--- src/rtl/mem_port_arbiter_pkg.sv ---
// Shared types and constants for the audio-sample memory port arbiter.
package mem_arb_pkg;

   typedef enum logic [1:0] {
      IDLE,
      ISSUE,
      WAIT_RD,
      DONE
   } arb_state_t;

   localparam int unsigned REQ_REC   = 0;
   localparam int unsigned REQ_PLAY  = 1;
   localparam int unsigned REQ_MIX   = 2;
   localparam int unsigned REQ_PITCH = 3;

   localparam int unsigned DEF_N_REQ  = 4;
   localparam int unsigned DEF_ADDR_W = 23;
   localparam int unsigned DEF_DATA_W = 16;

endpackage

--- src/rtl/mem_port_arbiter_if.sv ---
// Engine-side handshake plus memory-controller bus of the port arbiter.
interface mem_port_arbiter_if #(
   parameter int unsigned N_REQ  = 4,
   parameter int unsigned ADDR_W = 23,
   parameter int unsigned DATA_W = 16
);

   logic [N_REQ-1:0]        i_req;
   logic [N_REQ-1:0]        i_we;
   logic [N_REQ*ADDR_W-1:0] i_addr;
   logic [N_REQ*DATA_W-1:0] i_wdata;
   logic [N_REQ-1:0]        o_ack;
   logic [DATA_W-1:0]       o_rdata;
   logic                    o_err;
   logic                    o_busy;
   logic [ADDR_W-1:0]       o_mem_addr;
   logic [DATA_W-1:0]       o_mem_wdata;
   logic                    o_mem_read;
   logic                    o_mem_write;
   logic                    i_mem_waitrequest;
   logic [DATA_W-1:0]       i_mem_rdata;
   logic                    i_mem_readdatavalid;

   modport slave (
      input  i_req, i_we, i_addr, i_wdata,
      input  i_mem_waitrequest, i_mem_rdata, i_mem_readdatavalid,
      output o_ack, o_rdata, o_err, o_busy,
      output o_mem_addr, o_mem_wdata, o_mem_read, o_mem_write
   );

   modport master (
      output i_req, i_we, i_addr, i_wdata,
      output i_mem_waitrequest, i_mem_rdata, i_mem_readdatavalid,
      input  o_ack, o_rdata, o_err, o_busy,
      input  o_mem_addr, o_mem_wdata, o_mem_read, o_mem_write
   );

endinterface

--- src/rtl/mem_port_arbiter_rr_pick.sv ---
// Combinational round-robin picker: first set request after the last grant.
module rr_pick #(
   parameter int unsigned N_REQ = 4
) (
   input  logic [N_REQ-1:0]         req,
   input  logic [$clog2(N_REQ)-1:0] last,
   output logic [$clog2(N_REQ)-1:0] win,
   output logic                     valid
);

   localparam int unsigned IW = $clog2(N_REQ);

   always_comb begin
      int unsigned idx;
      idx   = 0;
      win   = '0;
      valid = 1'b0;
      for (int unsigned k = 1; k <= N_REQ; k++) begin
         idx = (32'(last) + k) % N_REQ;
         if (!valid && req[idx[IW-1:0]]) begin
            win   = idx[IW-1:0];
            valid = 1'b1;
         end
      end
   end

endmodule

--- src/rtl/mem_port_arbiter.sv ---
// Single-outstanding memory port arbiter for the record/play/mix/pitch engines.
// MEM_ARB_REC_PRIO_EN: record requester gets strict priority over the rotation.
module mem_port_arbiter
   import mem_arb_pkg::*;
#(
   parameter int unsigned N_REQ      = DEF_N_REQ,
   parameter int unsigned ADDR_W     = DEF_ADDR_W,
   parameter int unsigned DATA_W     = DEF_DATA_W,
   parameter int unsigned RD_TIMEOUT = 255
) (
   input  logic               i_clk,
   input  logic               i_rst,
   mem_port_arbiter_if.slave  bus
);

   localparam int unsigned IW = $clog2(N_REQ);
   localparam int unsigned CW = $clog2(RD_TIMEOUT + 1);
   localparam logic [CW-1:0] TO_LAST = CW'(RD_TIMEOUT - 1);

   arb_state_t       state;
   logic [IW-1:0]    grant;
   logic [IW-1:0]    last_grant;
   logic [CW-1:0]    to_cnt;
   logic             we_q;
   logic [N_REQ-1:0] rr_req;
   logic [IW-1:0]    pick_idx;
   logic             pick_valid;
   logic [IW-1:0]    win;
   logic             win_valid;
   logic             upd_last;

   rr_pick #(.N_REQ(N_REQ)) u_pick (
      .req   (rr_req),
      .last  (last_grant),
      .win   (pick_idx),
      .valid (pick_valid)
   );

`ifdef MEM_ARB_REC_PRIO_EN
   // Record is masked out of the rotation so its grants never move last_grant.
   assign rr_req = {bus.i_req[N_REQ-1:1], 1'b0};

   always_comb begin
      win       = pick_idx;
      win_valid = pick_valid;
      upd_last  = 1'b1;
      if (bus.i_req[REQ_REC]) begin
         win       = IW'(REQ_REC);
         win_valid = 1'b1;
         upd_last  = 1'b0;
      end
   end
`else
   assign rr_req    = bus.i_req;
   assign win       = pick_idx;
   assign win_valid = pick_valid;
   assign upd_last  = 1'b1;
`endif

   always_ff @(posedge i_clk or posedge i_rst) begin
      if (i_rst) begin
         state           <= IDLE;
         grant           <= '0;
         last_grant      <= IW'(N_REQ - 1);
         to_cnt          <= '0;
         we_q            <= 1'b0;
         bus.o_ack       <= '0;
         bus.o_rdata     <= '0;
         bus.o_err       <= 1'b0;
         bus.o_busy      <= 1'b0;
         bus.o_mem_addr  <= '0;
         bus.o_mem_wdata <= '0;
         bus.o_mem_read  <= 1'b0;
         bus.o_mem_write <= 1'b0;
      end else begin
         case (state)
            IDLE: begin
               if (win_valid) begin
                  grant <= win;
                  if (upd_last) last_grant <= win;
                  we_q            <= bus.i_we[win];
                  bus.o_mem_addr  <= bus.i_addr[win*ADDR_W +: ADDR_W];
                  bus.o_mem_wdata <= bus.i_wdata[win*DATA_W +: DATA_W];
                  bus.o_mem_write <= bus.i_we[win];
                  bus.o_mem_read  <= ~bus.i_we[win];
                  bus.o_busy      <= 1'b1;
                  state           <= ISSUE;
               end
            end
            ISSUE: begin
               if (!bus.i_mem_waitrequest) begin
                  bus.o_mem_read  <= 1'b0;
                  bus.o_mem_write <= 1'b0;
                  if (we_q) begin
                     bus.o_ack <= N_REQ'(1) << grant;
                     bus.o_err <= 1'b0;
                     state     <= DONE;
                  end else begin
                     to_cnt <= '0;
                     state  <= WAIT_RD;
                  end
               end
            end
            WAIT_RD: begin
               if (bus.i_mem_readdatavalid) begin
                  bus.o_rdata <= bus.i_mem_rdata;
                  bus.o_err   <= 1'b0;
                  bus.o_ack   <= N_REQ'(1) << grant;
                  state       <= DONE;
               end else if (to_cnt == TO_LAST) begin
                  bus.o_rdata <= '0;
                  bus.o_err   <= 1'b1;
                  bus.o_ack   <= N_REQ'(1) << grant;
                  state       <= DONE;
               end else begin
                  to_cnt <= to_cnt + 1'b1;
               end
            end
            DONE: begin
               bus.o_ack  <= '0;
               bus.o_busy <= 1'b0;
               state      <= IDLE;
            end
            default: state <= IDLE;
         endcase
      end
   end

endmodule

--- src/flat_wrapper.sv ---
// flat-port wrapper written by rule: the top's interface ports become plain ports
module mem_port_arbiter_flat import mem_arb_pkg::*;
#(
   parameter int unsigned N_REQ      = DEF_N_REQ,
   parameter int unsigned ADDR_W     = DEF_ADDR_W,
   parameter int unsigned DATA_W     = DEF_DATA_W,
   parameter int unsigned RD_TIMEOUT = 255
)
  (i_clk, i_rst, bus_i_req, bus_i_we, bus_i_addr, bus_i_wdata, bus_i_mem_waitrequest, bus_i_mem_rdata, bus_i_mem_readdatavalid, bus_o_ack, bus_o_rdata, bus_o_err, bus_o_busy, bus_o_mem_addr, bus_o_mem_wdata, bus_o_mem_read, bus_o_mem_write);
  mem_port_arbiter_if #(.N_REQ(N_REQ), .ADDR_W(ADDR_W), .DATA_W(DATA_W)) bus_i ();
  input  logic i_clk;
  input  logic i_rst;
  input wire logic [$bits(bus_i.i_req)-1:0] bus_i_req;
  input wire logic [$bits(bus_i.i_we)-1:0] bus_i_we;
  input wire logic [$bits(bus_i.i_addr)-1:0] bus_i_addr;
  input wire logic [$bits(bus_i.i_wdata)-1:0] bus_i_wdata;
  input wire logic [$bits(bus_i.i_mem_waitrequest)-1:0] bus_i_mem_waitrequest;
  input wire logic [$bits(bus_i.i_mem_rdata)-1:0] bus_i_mem_rdata;
  input wire logic [$bits(bus_i.i_mem_readdatavalid)-1:0] bus_i_mem_readdatavalid;
  output wire logic [$bits(bus_i.o_ack)-1:0] bus_o_ack;
  output wire logic [$bits(bus_i.o_rdata)-1:0] bus_o_rdata;
  output wire logic [$bits(bus_i.o_err)-1:0] bus_o_err;
  output wire logic [$bits(bus_i.o_busy)-1:0] bus_o_busy;
  output wire logic [$bits(bus_i.o_mem_addr)-1:0] bus_o_mem_addr;
  output wire logic [$bits(bus_i.o_mem_wdata)-1:0] bus_o_mem_wdata;
  output wire logic [$bits(bus_i.o_mem_read)-1:0] bus_o_mem_read;
  output wire logic [$bits(bus_i.o_mem_write)-1:0] bus_o_mem_write;
  assign bus_i.i_req = bus_i_req;
  assign bus_i.i_we = bus_i_we;
  assign bus_i.i_addr = bus_i_addr;
  assign bus_i.i_wdata = bus_i_wdata;
  assign bus_i.i_mem_waitrequest = bus_i_mem_waitrequest;
  assign bus_i.i_mem_rdata = bus_i_mem_rdata;
  assign bus_i.i_mem_readdatavalid = bus_i_mem_readdatavalid;
  assign bus_o_ack = bus_i.o_ack;
  assign bus_o_rdata = bus_i.o_rdata;
  assign bus_o_err = bus_i.o_err;
  assign bus_o_busy = bus_i.o_busy;
  assign bus_o_mem_addr = bus_i.o_mem_addr;
  assign bus_o_mem_wdata = bus_i.o_mem_wdata;
  assign bus_o_mem_read = bus_i.o_mem_read;
  assign bus_o_mem_write = bus_i.o_mem_write;
  mem_port_arbiter #(.N_REQ(N_REQ), .ADDR_W(ADDR_W), .DATA_W(DATA_W), .RD_TIMEOUT(RD_TIMEOUT)) u_core (.i_clk(i_clk), .i_rst(i_rst), .bus(bus_i));
endmodule
--- config.mk ---
export PLATFORM = sky130hd
export DESIGN_NAME = mem_port_arbiter_flat
export DESIGN_NICKNAME = d
export VERILOG_FILES = /design/src/rtl/mem_port_arbiter_pkg.sv /design/src/rtl/mem_port_arbiter_if.sv /design/src/rtl/mem_port_arbiter_rr_pick.sv /design/src/rtl/mem_port_arbiter.sv /design/src/flat_wrapper.sv
export SDC_FILE = /design/constraint.sdc
export NUM_CORES = 1
export LEC_CHECK = 0
export CORE_AREA = 2 2 112 114
export CTS_BUF_LIST = sky130_fd_sc_hd__clkbuf_16
export CTS_CLUSTER_SIZE = 14
export DETAILED_ROUTE_END_ITERATION = 7
export DIE_AREA = 0 0 114 116
export PLACE_DENSITY = 0.8
export SYNTH_ARGS = -nofsm -noshare
export SYNTH_HDL_FRONTEND = slang
export SYNTH_SLANG_ARGS = --single-unit
--- constraint.sdc ---
create_clock -name i_clk -period 3.9 [get_ports i_clk]
set_input_delay 1.17 -clock i_clk [delete_from_list [all_inputs] [get_ports i_clk]]
set_output_delay 1.17 -clock i_clk [all_outputs]
set_load 0.05 [all_outputs]
-- Word-level counts from Yosys, hierarchy flattened
Cells that the tools add are included.
- equal/unequal tests: 11
- add/sub/neg operators: 5
- reduce and logical (&&, ||, !) cells: 20
- shift-type cells: 3
- bitwise logic cells: 1
- multipliers: 1
- mux-type cells: 48
- $lt $le $gt $ge: 5
- operator list (kind ; number):
    $shiftx A92 B8 Y23 ; 1
    $shiftx A64 B7 Y16 ; 1
    $mux W16 ; 2
    $mux W8 ; 4
    $mux W1 ; 18
    $mux W2 ; 8
    $mux W4 ; 4
    $pmux W8 S2 ; 1
    $lt A2 B3 Y1 const B ; 5
    $pmux W4 S3 ; 1
    $bmux W1 S2 ; 5
    $add A8 B1 Y8 const B ; 1
    $eq A8 B8 Y1 const B ; 1
    $ne A2 B2 Y1 const B ; 4
    $pmux W1 S2 ; 4
    $pmux W2 S4 ; 1
    $reduce_and A4 Y1 ; 2
    $reduce_bool A2 Y1 ; 4
    $mul A2 B5 Y7 const B ; 1
    $reduce_and A2 Y1 ; 3
    $reduce_and A3 Y1 ; 2
    $reduce_and A5 Y1 ; 1
    $add A2 B1 Y2 const B ; 2
    $add A2 B2 Y2 const B ; 2
    other kinds (10) ; 16
- register bits after elaboration: 78
- output and inout port bits: 63
- logic and storage cells: 107
- input port bits: 184

-- Depth between registers and ports, before layout
Gate-level depths: netlist of the first run.
- depth after elaboration: 18
- depth in mapped cells: 9

-- Modules after synthesis
From an unflattened synthesis of the first run, not the netlist that was laid out.
- cell total of the unflattened synthesis: 304
- area, all modules: 4326.6 µm²
- modules (own cells, without submodules) (module ; area each (µm²) ; cells an instance ; instances):
    mem_port_arbiter ; 4235.3 ; 290 ; 1
    rr_pick ; 91.3 ; 14 ; 1

-- Worst setup path after synthesis of the first run
OpenSTA, ideal clock, no wires.
- path kind: input port to flip-flop
- start point: input port bus_i_req[0]
- end point: register u_core.we_q
- required time: 3.775 ns
- library setup time: 0.125 ns
- stages: 7
- arrival: 2.372 ns
- buffers on the path: 2
- path slack: 1.403 ns
- cell sequence: o21a_1 -> a211oi_2 -> buf_6 -> buf_6 -> mux2i_1 -> mux2i_1 -> mux2_2
- longest elaborated chain between the ends: 14
- elaborated cells between the ends (all ways): 25
- ends and longest elaborated chain (item ; RTL line ; source):
    start: declaration ; flat_wrapper.sv:13 ; input wire logic [$bits(bus_i.i_req)-1:0] bus_i_req;
    $bmux W1 S2 ; mem_port_arbiter_rr_pick.sv:20 ; if (!valid && req[idx[IW-1:0]]) begin
    $mux W1 (implied by the code) ; mem_port_arbiter_rr_pick.sv:20 ;
    $mux W1 ; mem_port_arbiter_rr_pick.sv:20 ;
    $logic_not A1 Y1 ; mem_port_arbiter_rr_pick.sv:20 ;
    $logic_and A1 B1 Y1 ; mem_port_arbiter_rr_pick.sv:20 ;
    $mux W1 ; mem_port_arbiter_rr_pick.sv:20 ;
    $logic_not A1 Y1 ; mem_port_arbiter_rr_pick.sv:20 ;
    $logic_and A1 B1 Y1 ; mem_port_arbiter_rr_pick.sv:20 ;
    $mux W1 ; mem_port_arbiter_rr_pick.sv:20 ;
    $logic_not A1 Y1 ; mem_port_arbiter_rr_pick.sv:20 ;
    $logic_and A1 B1 Y1 ; mem_port_arbiter_rr_pick.sv:20 ;
    $mux W2 ; mem_port_arbiter_rr_pick.sv:20 ;
    $bmux W1 S2 ; mem_port_arbiter.sv:81 ; we_q <= bus.i_we[win];
    $mux W1 (implied by the code) ; mem_port_arbiter.sv:81 ;
    end signal: assignment ; mem_port_arbiter.sv:81 ;
    end: declaration ; mem_port_arbiter.sv:24 ; logic we_q;
Several ways; a longest one is shown, not always the timed one. The select of a mux whose other input is x is not followed.
A chain may end at the register's enable or synchronous reset.

-- Worst setup path in the final report of the first run
- start point: input port bus_i_req[3]
- end point: register u_core.bus.o_mem_addr[14]
- longest elaborated chain between the ends: 14
- elaborated cells between the ends (all ways): 25
- ends and longest elaborated chain (item ; RTL line ; source):
    $bmux W1 S2 ; mem_port_arbiter_rr_pick.sv:20 ;
    $mux W1 (implied by the code) ; mem_port_arbiter_rr_pick.sv:20 ;
    $mux W1 ; mem_port_arbiter_rr_pick.sv:20 ;
    $logic_not A1 Y1 ; mem_port_arbiter_rr_pick.sv:20 ;
    $logic_and A1 B1 Y1 ; mem_port_arbiter_rr_pick.sv:20 ;
    $mux W1 ; mem_port_arbiter_rr_pick.sv:20 ;
    $logic_not A1 Y1 ; mem_port_arbiter_rr_pick.sv:20 ;
    $logic_and A1 B1 Y1 ; mem_port_arbiter_rr_pick.sv:20 ;
    $mux W1 ; mem_port_arbiter_rr_pick.sv:20 ;
    $logic_not A1 Y1 ; mem_port_arbiter_rr_pick.sv:20 ;
    $logic_and A1 B1 Y1 ; mem_port_arbiter_rr_pick.sv:20 ;
    $mux W2 ; mem_port_arbiter_rr_pick.sv:20 ;
    $mul A2 B5 Y7 ; mem_port_arbiter.sv:82 ; bus.o_mem_addr <= bus.i_addr[win*ADDR_W +: ADDR_W];
    $shiftx A92 B8 Y23 ; mem_port_arbiter.sv:82 ;
    end signal: assignment ; mem_port_arbiter.sv:82 ;
    end: declaration ; mem_port_arbiter_if.sv:28 ; output o_mem_addr, o_mem_wdata, o_mem_read, o_mem_write
Several ways; a longest one is shown, not always the timed one. The select of a mux whose other input is x is not followed.

==> results of run 1 <==
-- cells in the mapped netlist (3+ instances only) --
cell | n | area [um^2]
nand3_1 | 83 | 415
dfrtp_1 | 76 | 1900
nand2_1 | 56 | 210
mux2i_1 | 42 | 420
mux2_2 | 41 | 462
o211ai_1 | 40 | 300
a22o_1 | 17 | 149
buf_4 | 17 | 128
nor2_1 | 13 | 48.8
clkbuf_1 | 11 | 41.3
o21ai_0 | 11 | 55.1
buf_2 | 10 | 50.1
inv_1 | 9 | 33.8
ha_1 | 7 | 87.6
a21oi_1 | 6 | 30.0
nand2b_1 | 6 | 37.5
xor2_1 | 4 | 35.0
a21o_1 | 3 | 22.5
-- where the power goes --
group | internal [mW] | switching (mW) | leakage, nW
Combinational | 1.38 | 2.27 | 1.92
Sequential | 1.17 | 0.224 | 0.978
Clock | 0.556 | 0.328 | 0.149
Total | 3.11 | 2.82 | 3.05
-- registers in the layout, indices dropped and copies added (netlist names) --
| register | flops |
|---|---|
| u_core.to_cnt | 8 |
| u_core.bus.o_rdata | 16 |
| u_core.bus.o_mem_wdata | 16 |
| u_core.bus.o_mem_addr | 23 |
| u_core.last_grant | 2 |
| u_core.bus.o_ack | 4 |
| u_core.bus.o_mem_write | 1 |
| u_core.state | 2 |
| u_core.bus.o_mem_read | 1 |
| u_core.bus.o_busy | 1 |
| u_core.we_q | 1 |
| u_core.grant | 2 |
| u_core.bus.o_err | 1 |
-- per-layer routing --
metal	up-vias	track usage	part of all wire
li1	2224	-	-
met1	2183	0.253	0.37
met2	183	0.419	0.53
met3	26	0.0575	0.070
met4	0	0.0870	0.022
met5	-	0	0
-- worst paths after layout --
check	cells past startpoint	slack, ns	to
worst min register to register	2	0.49	u_core.bus.o_mem_read
worst max register to register	6	1.54	u_core.bus.o_mem_addr[14]
worst max-delay path	7	0.75	u_core.bus.o_mem_addr[14]
worst min-delay path	2	0.49	u_core.bus.o_mem_read
min in group asynchronous	3	1.26	u_core.bus.o_rdata[1]
max in group asynchronous	3	2.29	u_core.last_grant[1]
-- critical path, stage by stage --
cell and delay (ns):
clkdlybuf4s50_1 0.49, nand2b_1 0.18, o21ai_0 0.17, a211oi_4 0.30
buf_12 0.39, mux2i_1 0.39, o211ai_1 0.13
-- kinds of logic (layout without fill, tap and decap cells) --
logic type / after synthesis / in the layout / synth area share
compound gates: 88 / 88 / 0.137
xor+xnor: 5 / 5 / 0.00923
fa+ha+maj: 7 / 7 / 0.0185
buf+inv: 49 / 280 / 0.0580
flops: 78 / 78 / 0.412
mux: 83 / 83 / 0.186
simple gates: 176 / 176 / 0.179
-- cells in the final DEF, fill, tap and decap left out, types with 3 or more instances in the layout --
cell type / instances
nand2_1: 56
a21oi_1: 6
nor2_1: 13
o21ai_0: 11
o211ai_1: 40
inv_1: 8
dfrtp_1: 76
a22o_1: 17
clkdlybuf4s50_1: 246
buf_4: 5
buf_12: 4
xor2_1: 4
ha_1: 7
mux2i_1: 42
a21o_1: 3
nand3_1: 83
clkbuf_16: 9
nand2b_1: 5
clkinv_2: 3
mux2_2: 41
-- final cells by class --
cell class | instances | area share
Clock buffer | 9 | 0.0296
Timing Repair Buffer | 255 | 0.339
Inverter | 9 | 0.00461
Tap cell | 147 | 0.0242
Clock inverter | 7 | 0.0117
Multi-Input combinational cell | 359 | 0.334
Sequential cell | 78 | 0.257
==> results.toml, run 1 <==
[logic_synthesis]
synth_cells = 486
ys_ff_latch = 78
ys_async_sr_fraction = 1.00
syn_avg_cell_area_um2 = 9.76
synth_flop_cell = "dfrtp_1"
synth-edff-count = 0
yosysUniqueCellTypes = 43
synth_nets = 677
syn-cell-area_um2 = 4740
synth-seq-area-share = 0.412
yosys_warnings = 0

[worst_setup_path]
startpoint_type = "input port"
critPathMaxFanout = 81
crit_required_ns = 4.08
crit_start = "bus_i_req[3]"
worstSetupPathType = "input port to flip-flop"
timing.rr.start = "u_core.last_grant[0]"
end_kind = "flip-flop"
cp.arrival_ns = 3.33

[clocking]
clk_pin_slew_ns = 0.06
cts_tree = "yes"
root_buffer = "clkbuf_16"
cts_setup_buffers = 0
cts.sinks = 78
clk_latency_ns = 0.33
htreeDepth = 3
cts_resized = 0
ctsHoldBuffers = 0
cts_buffers = 9
clockBufferDepth = 2

[place]
io_buffers = 246
place_ws_ns = 0.413
hpwl_um = 11200
placed_cells_incl_taps = 848
gp_congestion = 0.843
dpl_cell_area_um2 = 7290

[cells_and_area]
utilization = 0.639
drive_gt1_frac = 0.105
n_antenna_cell = 0
fillers = 987
nets = 903
final-instance-count-excl-fill = 864
fin_area_um2 = 7610
seqCellArea_um2 = 1950
syn_to_final_growth_pct = 60.4
multi_input_area_um2 = 2540

[drt]
ant_nets = 0
drc_errors = 0
wl_per_cell_um = 17.4
vias = 4616
first_pass_iters = 4
drt-vias-per-instance = 5.34
drtIter0Drc = 217
drt-total-wl_um = 15100

[hold_path]
min_path_type = "flip-flop to flip-flop"
hp-start = "u_core.bus.o_mem_read"

[timing]
fin_hold_ws_ns = 0.490
tightest_slew_ns = 0.634
hold_viol_final = 0
drv_slew = 0
fmax_mhz = 318
maxSlewHeadroom = 0.578
worst_slack_ns = 0.753
final-setup-viol-count = 0
fin_crit_sh = 0.807
period_needed_ns = 3.15
rsz0062_at_grt = "no"
skew_ns = 0.00684
tns_ns = 0

[global_route]
grt_max_degree = 82
antenna_found_initial = 0
grt_use_total = 0.227
grt_pass1_vias = 4837
grt_overflow = 0
grt_pass1_wl_um = 23700

[pwr]
power_density_nw_per_um2 = 780
leakage_nw = 3.05
peakVddDrop_uv = 458
p_total_mw = 5.93

[die]
die-area_um2 = 13200
io-pin-count = 247
rows = 40
die_w_um = 114
core-area_um2 = 11900
initial_core_util = 0.398
die_h_um = 116

[outcome]
status = "finished clean"

[flow_run]
maxCapViolations = 0
Note: power is estimated with default switching activity, not from simulation.
==> run 2, diff against run 1 <==
Settings changed: CORE_AREA 2 2 112 114 to 2 2 118 120, DIE_AREA 0 0 114 116 to 0 0 120 122, PLACE_DENSITY 0.8 to 0.76.
Clock period 3.9 ns to 2.8 ns, I/O delays scaled along.
==> run 2 against run 1 <==
Die area up 11%. Global-route usage shrank 2.2 points. Setup slack worse by 0.50 ns. Clock power increased by 37%. Final area rose by 4.1%. Power up 44%. Sequential power rose by 39%. Critical path type unchanged. Wire length decreased by 0.88%. Critical path depth is 1 higher.
==> results.toml, run 2 (synthesized netlist as in run 1, its figures left out) <==
[clocking]
cts_buffers = 9
clk_pin_slew_ns = 0.06
cts_resized = 0
clockBufferDepth = 2
ctsHoldBuffers = 0
cts_tree = "yes"
cts_setup_buffers = 0
clk_latency_ns = 0.34
cts.sinks = 78
root_buffer = "clkbuf_16"
htreeDepth = 3

[global_route]
grt_use_total = 0.205
grt_overflow = 0
grt_pass1_vias = 4856
grt_max_degree = 79
antenna_found_initial = 0
grt_pass1_wl_um = 23700

[worst_setup_path]
cpMaxStageDelayCell = "clkdlybuf4s50_1"
worstSetupPathType = "input port to flip-flop"
crit_path_cell_trace = "clkdlybuf4s50_1 -> o21a_1 -> a211oi_4 -> buf_12 -> buf_12 -> nand2b_4 -> buf_12 -> o211ai_1"
critPathMaxFanout = 33
timing.rr.start = "u_core.state[0]"
cp.arrival_ns = 2.75
max_stage_delay_ns = 0.54
reg2regPathDepth = 7
cpMostUsedCell = "buf_12"
crit_required_ns = 3.01
startpoint_type = "input port"
r2r_end = "u_core.to_cnt[5]"
end_kind = "flip-flop"
regToRegSetupSlack_ns = 0.69

[timing]
fmax_mhz = 393
worst_slack_ns = 0.257
period_needed_ns = 2.54
drv_slew = 0
fin_crit_sh = 0.908
rsz0062_at_grt = "no"
tightest_slew_ns = 0.547
skew_ns = 0.00537
final-setup-viol-count = 0
hold_viol_final = 0
maxSlewHeadroom = 0.634

[cells_and_area]
top_regs = "u_core.bus.o_mem_addr: 23 flops, u_core.bus.o_mem_wdata: 16 flops, u_core.bus.o_rdata: 16 flops"
largest_reg_flops = 23
syn_to_final_growth_pct = 67.0
final-instance-count-excl-fill = 918
drive_gt1_frac = 0.130
fillers = 1122
utilization = 0.586
layout_commonest_cell = "clkdlybuf4s50_1"
nets = 925
n_antenna_cell = 0
final_cell_mix = "clkdlybuf4s50_1 (246), nand3_1 (83), dfrtp_1 (76)"
top_register = "u_core.bus.o_mem_addr"

[pwr]
leakage_nw = 3.20
peakVddDrop_uv = 505
p_total_mw = 8.57
power_density_nw_per_um2 = 1080

[place]
io_buffers = 246
gp_congestion = 0.792
place_ws_ns = -0.0921
placed_cells_incl_taps = 903
hpwl_um = 11600

[hold_path]
min_path_type = "flip-flop to flip-flop"
hold_end = "u_core.bus.o_ack[2]"
hp-start = "u_core.bus.o_ack[2]"
min_path_cells = 2

[drt]
wl_per_cell_um = 16.3
first_pass_iters = 5
drtIter0Drc = 265
ant_nets = 0
drt-total-wl_um = 14900
vias = 4765
drt-vias-per-instance = 5.19
drc_errors = 0

[die]
rows = 43
io-pin-count = 247
core-area_um2 = 13500
die_h_um = 122
initial_core_util = 0.351
die-area_um2 = 14600
die_w_um = 120

[outcome]
status = "finished clean"

[flow_run]
maxCapViolations = 0
-- run 2: cell count changes in the layout (fill, tap and decap cells not counted) --
cell | before | now
inv_1 | 8 | 9
buf_4 | 5 | 18
buf_12 | 4 | 13
clkinv_1 | 1 | 0
clkinvlp_4 | 2 | 1
-- run 2: worst max-delay path by stage --
stage,end,depth (start not counted),from
4_1_cts,u_core.we_q,7,bus_i_req[1]
3_3_place_gp,u_core.we_q,7,bus_i_req[1]
5_1_grt,u_core.bus.o_mem_wdata[6],8,bus_i_req[1]
2_1_floorplan,u_core.we_q,7,bus_i_req[0]
3_5_place_dp,u_core.bus.o_mem_wdata[8],8,bus_i_req[1]
6_report,u_core.bus.o_mem_wdata[8],8,bus_i_req[1]
-- run 2: layout make-up --
type,count,area [um^2],share of cell area
flip-flops and latches,78,1950,0.247
well taps,180,225,0.0284
repair buffers,277,2860,0.361
clock buffers,9,225,0.0284
clock inverters,6,78.8,0.00995
multi-input cells,359,2540,0.321
inverters,9,37.5,0.00474
-- run 2: stage by stage --
stage | instance area [um^2] | hold WS (ns) | setup TNS, ns
finish | 7920 | 0.482 | 0
global route | 7920 | 0.507 | 0
CTS | 7920 | 0.488 | 0
detailed placement | 7610 | 0.475 | -2.22
global placement | 7610 | 0.473 | -0.687
floorplan | 4750 | 0.468 | 0
-- run 2: critical path, delay by kind of cell --
family	cells	cell delay [ns]
buffers and inverters	4	1.05
AND/OR/NAND/NOR	1	0.18
AO/OA/AOI/OAI	3	0.67
-- run 2: per-layer routing --
| layer | routed length [um] | vias to the layer above | track usage |
|---|---|---|---|
| met5 | 0 | - | 0 |
| met4 | 335 | 0 | 0.0824 |
| met3 | 1100 | 26 | 0.0435 |
| met2 | 7650 | 213 | 0.367 |
| met1 | 5860 | 2257 | 0.239 |
| li1 | - | 2269 | - |
-- run 2: where the power goes --
part           internal, mW  total (mW)  leakage (nW)  switching, mW
clock                 0.767        1.21         0.156          0.441
sequential             1.63        1.94         0.978          0.305
combinational          2.20        5.43          2.07           3.22
total                  4.60        8.57          3.20           3.97
